**src/rtl/dc_seq_pkg.sv**
```systemverilog
// Shared types and constants for the DC sequencer output path (slew limiter).
package dc_seq_pkg;

  localparam int unsigned DEF_DATA_W     = 16;
  localparam int unsigned DEF_PRESCALE_W = 16;

  localparam int DATA_MAX = 32767;
  localparam int DATA_MIN = -32768;

  typedef enum logic [1:0] {
    IDLE    = 2'd0,
    RAMP_UP = 2'd1,
    RAMP_DN = 2'd2
  } slew_state_e;

endpackage

```
**src/rtl/dc_slew_limiter_tick_divider.sv**
```systemverilog
// Ramp tick prescaler: one tick every prescale+1 running, un-held clocks.
module dc_slew_limiter_tick_divider #(
  parameter int unsigned PRESCALE_W = 16
) (
  input  logic                  clk,
  input  logic                  rst_n,
  input  logic                  clr,
  input  logic                  run,
  input  logic                  hold,
  input  logic [PRESCALE_W-1:0] prescale,
  output logic                  tick_c
);

  logic [PRESCALE_W-1:0] cnt_q, cnt_d;

  // >= so a prescale lowered below the running count ticks at the next compare
  assign tick_c = run && !hold && (cnt_q >= prescale);

  always_comb begin
    cnt_d = cnt_q;
    if (clr) begin
      cnt_d = '0;
    end else if (run && !hold) begin
      cnt_d = tick_c ? '0 : cnt_q + PRESCALE_W'(1);
    end
  end

  always_ff @(posedge clk or negedge rst_n) begin
    if (!rst_n) cnt_q <= '0;
    else        cnt_q <= cnt_d;
  end

endmodule

```
**src/rtl/dc_slew_limiter.sv**
```systemverilog
// Slew-rate limiter between the DC sequencer and the DAC output register.
// Optional Done pulse on tick-completed ramps: DC_SLEW_DONE_PULSE_EN.
module dc_slew_limiter
  import dc_seq_pkg::*;
#(
  parameter int unsigned DATA_W     = DEF_DATA_W,
  parameter int unsigned PRESCALE_W = DEF_PRESCALE_W
) (
  input  logic                  Clk,
  input  logic                  Reset,
  input  logic [DATA_W-1:0]     Target,
  input  logic [DATA_W-1:0]     Step,
  input  logic [PRESCALE_W-1:0] Prescale,
  input  logic                  Enable,
  input  logic                  Hold,
  output logic [DATA_W-1:0]     Dout,
  output logic                  Busy,
`ifdef DC_SLEW_DONE_PULSE_EN
  output logic                  Done,
`endif
  output logic                  AtTarget
);

  localparam int unsigned DW1 = DATA_W + 1;
  localparam int unsigned SW  = DATA_W + 2;
  localparam logic signed [SW-1:0] SAT_MAX = $signed({3'b000, {(DATA_W-1){1'b1}}});
  localparam logic signed [SW-1:0] SAT_MIN = $signed({3'b111, {(DATA_W-1){1'b0}}});

  slew_state_e           state_q, state_d;
  logic [DATA_W-1:0]     tgt_q, dout_q, dout_d;
  logic                  busy_q, busy_d;
  logic                  at_tgt_q, at_tgt_d;

  logic                  bypass_c, tick_c, cnt_clr_c, ramping_c, within_c;
  logic signed [DW1-1:0] diff_c;
  logic [DW1-1:0]        diff_mag_c;
  logic signed [SW-1:0]  dout_ext_c, step_ext_c, sum_c;
  logic [DATA_W-1:0]     sum_sat_c;

  assign bypass_c  = !Enable || (Step == '0);
  assign ramping_c = (state_q == RAMP_UP) || (state_q == RAMP_DN);

  // Full-width difference; its sign picks the ramp direction at each tick
  assign diff_c     = $signed({tgt_q[DATA_W-1], tgt_q}) - $signed({dout_q[DATA_W-1], dout_q});
  assign diff_mag_c = diff_c[DW1-1] ? $unsigned(DW1'(-diff_c)) : $unsigned(diff_c);
  assign within_c   = (diff_mag_c <= {1'b0, Step});

  // Saturating Dout +/- Step, wide enough that the guard itself never wraps
  always_comb begin
    dout_ext_c = $signed({{2{dout_q[DATA_W-1]}}, dout_q});
    step_ext_c = $signed({2'b00, Step});
    sum_c      = diff_c[DW1-1] ? (dout_ext_c - step_ext_c) : (dout_ext_c + step_ext_c);
    if (sum_c > SAT_MAX)      sum_sat_c = SAT_MAX[DATA_W-1:0];
    else if (sum_c < SAT_MIN) sum_sat_c = SAT_MIN[DATA_W-1:0];
    else                      sum_sat_c = sum_c[DATA_W-1:0];
  end

  dc_slew_limiter_tick_divider #(
    .PRESCALE_W (PRESCALE_W)
  ) u_tick_div (
    .clk      (Clk),
    .rst_n    (Reset),
    .clr      (cnt_clr_c),
    .run      (ramping_c),
    .hold     (Hold),
    .prescale (Prescale),
    .tick_c   (tick_c)
  );

  // Next state / next output
  always_comb begin
    state_d   = state_q;
    dout_d    = dout_q;
    cnt_clr_c = 1'b0;
    if (bypass_c) begin
      state_d   = IDLE;
      dout_d    = tgt_q;
      cnt_clr_c = 1'b1;
    end else if (!Hold) begin
      case (state_q)
        IDLE: begin
          cnt_clr_c = 1'b1;
          if (diff_c != '0) state_d = diff_c[DW1-1] ? RAMP_DN : RAMP_UP;
        end
        RAMP_UP, RAMP_DN: begin
          if (tick_c) begin
            if (within_c) begin
              dout_d    = tgt_q;
              state_d   = IDLE;
              cnt_clr_c = 1'b1;
            end else begin
              dout_d  = sum_sat_c;
              state_d = diff_c[DW1-1] ? RAMP_DN : RAMP_UP;
            end
          end
        end
        default: begin
          state_d   = IDLE;
          cnt_clr_c = 1'b1;
        end
      endcase
    end
    busy_d   = (state_d != IDLE);
    at_tgt_d = (dout_d == Target);
  end

  always_ff @(posedge Clk or negedge Reset) begin
    if (!Reset) begin
      state_q  <= IDLE;
      tgt_q    <= '0;
      dout_q   <= '0;
      busy_q   <= 1'b0;
      at_tgt_q <= 1'b1;
    end else begin
      state_q  <= state_d;
      tgt_q    <= Target;
      dout_q   <= dout_d;
      busy_q   <= busy_d;
      at_tgt_q <= at_tgt_d;
    end
  end

  assign Dout     = dout_q;
  assign Busy     = busy_q;
  assign AtTarget = at_tgt_q;

`ifdef DC_SLEW_DONE_PULSE_EN
  logic done_q, done_d;

  // Only a tick-driven landing counts; bypass and reset never pulse
  always_comb begin
    done_d = !bypass_c && !Hold && tick_c && (state_d == IDLE);
  end

  always_ff @(posedge Clk or negedge Reset) begin
    if (!Reset) done_q <= 1'b0;
    else        done_q <= done_d;
  end

  assign Done = done_q;
`endif

endmodule

```
**config.mk**
```make
export PLATFORM = sky130hd
export DESIGN_NAME = dc_slew_limiter
export DESIGN_NICKNAME = d
export VERILOG_FILES = /design/src/rtl/dc_seq_pkg.sv /design/src/rtl/dc_slew_limiter_tick_divider.sv /design/src/rtl/dc_slew_limiter.sv
export SDC_FILE = /design/constraint.sdc
export NUM_CORES = 1
export LEC_CHECK = 0
export BUFFER_PORTS_ARGS = -buffer_cell sky130_fd_sc_hd__buf_2
export CAP_MARGIN = 40
export CELL_PAD_IN_SITES_DETAIL_PLACEMENT = 1
export CELL_PAD_IN_SITES_GLOBAL_PLACEMENT = 2
export CORE_MARGIN = 2
export CORE_UTILIZATION = 39
export CTS_CLUSTER_SIZE = 14
export DETAILED_ROUTE_END_ITERATION = 8
export HOLD_SLACK_MARGIN = 0.12
export PLACE_DENSITY = 0.9
export SLEW_MARGIN = 25
export SYNTH_ARGS = -nofsm -noshare
export SYNTH_HDL_FRONTEND = slang
export SYNTH_SLANG_ARGS = --single-unit
```
**constraint.sdc**
```tcl
create_clock -name Clk -period 15.3 [get_ports Clk]
set_clock_uncertainty 0.1 [all_clocks]
set_input_delay 3.06 -clock Clk [delete_from_list [all_inputs] [get_ports Clk]]
set_output_delay 3.06 -clock Clk [all_outputs]
set_load 0.005 [all_outputs]
```
==> flow_metrics.tcl <==
set metrics [dict create \
    status "completed" \
    grt_pass1_wl_um 36300 \
    ys_seq_area_share_pct 20.4 \
    synth.avg_cell_area_um2 7.94 \
    antenna_found_initial 0 \
    finalCriticalPeriod_ns 8.15 \
    gp_congestion 0.905 \
    die_area_um2 17400 \
    design_power_total_w 0.000769 \
    preCtsSetupSlack_ns 6.91 \
    port_buffers 69 \
    stdcell_area_um2 7080 \
    synth_fa_ha_area_share_pct 14.3 \
    grt.overflow.total 0 \
    synth_common_cells "inv_1, nor2_1, ha_1" \
    dp_hpwl_um 19100 \
    peakVddDrop_mv 0.0516 \
    drt-pass1-iter-count 5 \
    clock_sinks 52 \
    worstPathRequired_ns 15.40 \
    synth_edf_count 0 \
    final_util_pct 44.4 \
    ys_warn_count 0 \
    post_drt_via_cell_ratio 6.03 \
    synth_most_common_cell "inv_1" \
    startpoint_type "input pin" \
    path_clk_slew_ns 0.07 \
    synthMuxAreaShare_pct 0.490 \
    h-tree-depth 2 \
    die_h_um 132 \
    slowest_delay_ns 0.66 \
    post-cts-setup-buffers 0 \
    yosysUniqueCellTypes 89 \
    cts_made_buffers 5 \
    cts_resized 0 \
    fin_nets 989 \
    drive_gt1_share_pct 14.7 \
    synth_flop_cell "dfrtp_1" \
    period_share_pct 53.2 \
    yosys-top-cells-area "dfrtp_1, ha_1, xnor2_1, inv_1, nor2_1" \
    syn_to_final_growth_pct 10.8 \
    postCtsHoldBufs 0 \
    fin_ws_ns 7.15 \
    crit_fanout 12 \
    setup_violations 0 \
    worst_pin_slew_ns 0.813 \
    synth_top_family_by_area "compound AO/OA/AOI/OAI gates" \
    p_leak_nw 3.19 \
    synth-seq-cells 52 \
    p_per_area_nw_per_um2 109 \
    postRouteAntennaNets 0 \
    synthesis.nets 928 \
    netlist_area_um2 6390 \
    initial_utilization_pct 40.1 \
    max_freq_mhz 123 \
    num_antenna_cells 0 \
    grt_pass1_vias 6811 \
    clockBufferDepth 2 \
    cp-startpoint "Step[4]" \
    path_delay_family "simple AND/OR/NAND/NOR gates" \
    slew_headroom_pct 45.4 \
    synth_area_leader_cell "dfrtp_1" \
    synth-simple-area-share_pct 22.1 \
    first_iter_violations 367 \
    synth_xor_xnor_area_share_pct 7.25 \
    clock-root-buffer "clkbuf_16" \
    die_w_um 132 \
    crit_chain "buf_2 > nor4_1 > nand2_1 > nor3_1 > a31oi_1 > xnor2_1 > ha_1 > a21oi_1 > a21oi_1 > nor2b_1 > xnor2_1 > a21boi_0 > nor3_2 > nor3_2 > inv_1 > a21oi_2 > nor4_1 > or4_1 > nor4_2" \
    arrival_ns 8.25 \
    timing.setup.tns_ns 0 \
    hold_class "reg -> reg" \
    maxCapViolCount 0 \
    cp_slowest_cell "nor3_1" \
    core_area_um2 15900 \
    synthArstFlopShare_pct 100 \
    end_kind "flop" \
    fp-row-count 46 \
    path_class "in -> reg" \
    reg2reg_from "Dout[1]" \
    drc_errors 0 \
    vias 6520 \
    wl_per_cell_um 21.1 \
    worstHoldStart "u_tick_div.cnt_q[10]" \
    synth_cells 804 \
    clkLatencyLatePin_ns 0.29 \
    rsz0062_at_grt "no" \
    yosysTopAreaCellShare_pct 20.0 \
    detailed_place.area_um2 6930 \
    grt_usage_pct 25.9 \
    slew_viol_final 0 \
    synth_compound_area_share_pct 29.3 \
    finalHoldViolCount 0 \
    cp.buffers_inverters 2 \
    cts_tree "done" \
    grt_max_degree 53 \
    fillers 2021 \
    io_pins 70 \
    drt_wl_total_um 22900 \
]
==> area by class of cell <==
class / instances / area, um2 / share of cell area, %
clock buffer: 7 / 143 / 2.01
clock inverter: 1 / 7.51 / 0.106
inverter: 80 / 300 / 4.24
multi-input combinational: 654 / 4690 / 66.2
sequential: 52 / 1300 / 18.4
tap: 216 / 270 / 3.82
timing repair buffer: 72 / 368 / 5.20
==> flip-flops by register name, summed over array words and instances (netlist names) <==
register,flops
Busy,1
state_q,2
u_tick_div.cnt_q,16
Dout,16
tgt_q,16
AtTarget,1
==> metrics by stage <==
step,hold WS [ns],std cells
global route,0.495,1082
global placement,0.425,1074
floorplan,0.399,804
detailed placement,0.451,1074
CTS,0.459,1082
finish,0.460,1082
==> logic make-up (layout without fill, tap and decap cells) <==
group,after synthesis,count (layout)
adder cells (fa/ha/maj),72,72
multiplexers,3,3
flip-flops,52,52
AND/OR/NAND/NOR,271,271
XOR/XNOR,52,52
AO/OA/AOI/OAI,256,256
buffers and inverters,98,160
==> routing by layer <==
layer  vias up  global-route usage (%)  part of all wire [%]
met5         -                       0                     0
met4         0                    8.27                   3.4
met3        46                    2.50                   3.3
met2       159                    45.2                    48
met1      3227                    33.7                    45
li1       3088                       -                     -
==> cells in the final DEF, fill, tap and decap left out, types with 5 or more instances in the layout <==
cell / Yosys / final
or3_1: 8 / 8
o211ai_1: 19 / 19
nand4_1: 13 / 13
dfrtp_1: 51 / 51
a31oi_1: 16 / 16
a311oi_1: 5 / 5
nand2b_1: 16 / 16
nor2_1: 75 / 75
o31ai_1: 9 / 9
nor4_1: 7 / 7
o21a_1: 8 / 8
a21oi_1: 56 / 56
xnor2_1: 38 / 38
and3_1: 9 / 9
o22ai_1: 8 / 8
nand2_1: 60 / 60
nand3_1: 21 / 21
ha_1: 70 / 70
buf_2: 5 / 69
nor2b_1: 7 / 7
nor3b_1: 8 / 8
xor2_1: 13 / 13
nor3_1: 18 / 18
o21ai_0: 35 / 35
inv_1: 79 / 79
o221a_2: 6 / 6
and2_1: 8 / 8
clkbuf_16: 0 / 5
a21o_1: 17 / 17
a22oi_1: 8 / 8
a211oi_1: 13 / 13
==> worst paths after layout <==
| check | cells after the start | to | slack (ns) |
|---|---|---|---|
| worst max-delay path | 19 | AtTarget | 7.15 |
| worst min-delay path | 1 | u_tick_div.cnt_q[10] | 0.46 |
| worst max register to register | 23 | AtTarget | 8.47 |
| worst min register to register | 1 | u_tick_div.cnt_q[10] | 0.46 |
| max in group asynchronous | 2 | tgt_q[7] | 11.83 |
| min in group asynchronous | 2 | state_q[1] | 2.80 |
==> power breakdown <==
group	internal, W	leakage (nW)	switching [W]	total [W]
logic	0.000181	2.48	0.000313	0.000493
clock network	0.0000654	0.0701	0.0000529	0.000118
registers	0.000145	0.639	0.0000128	0.000158
Power figures use the tool's default switching activity.
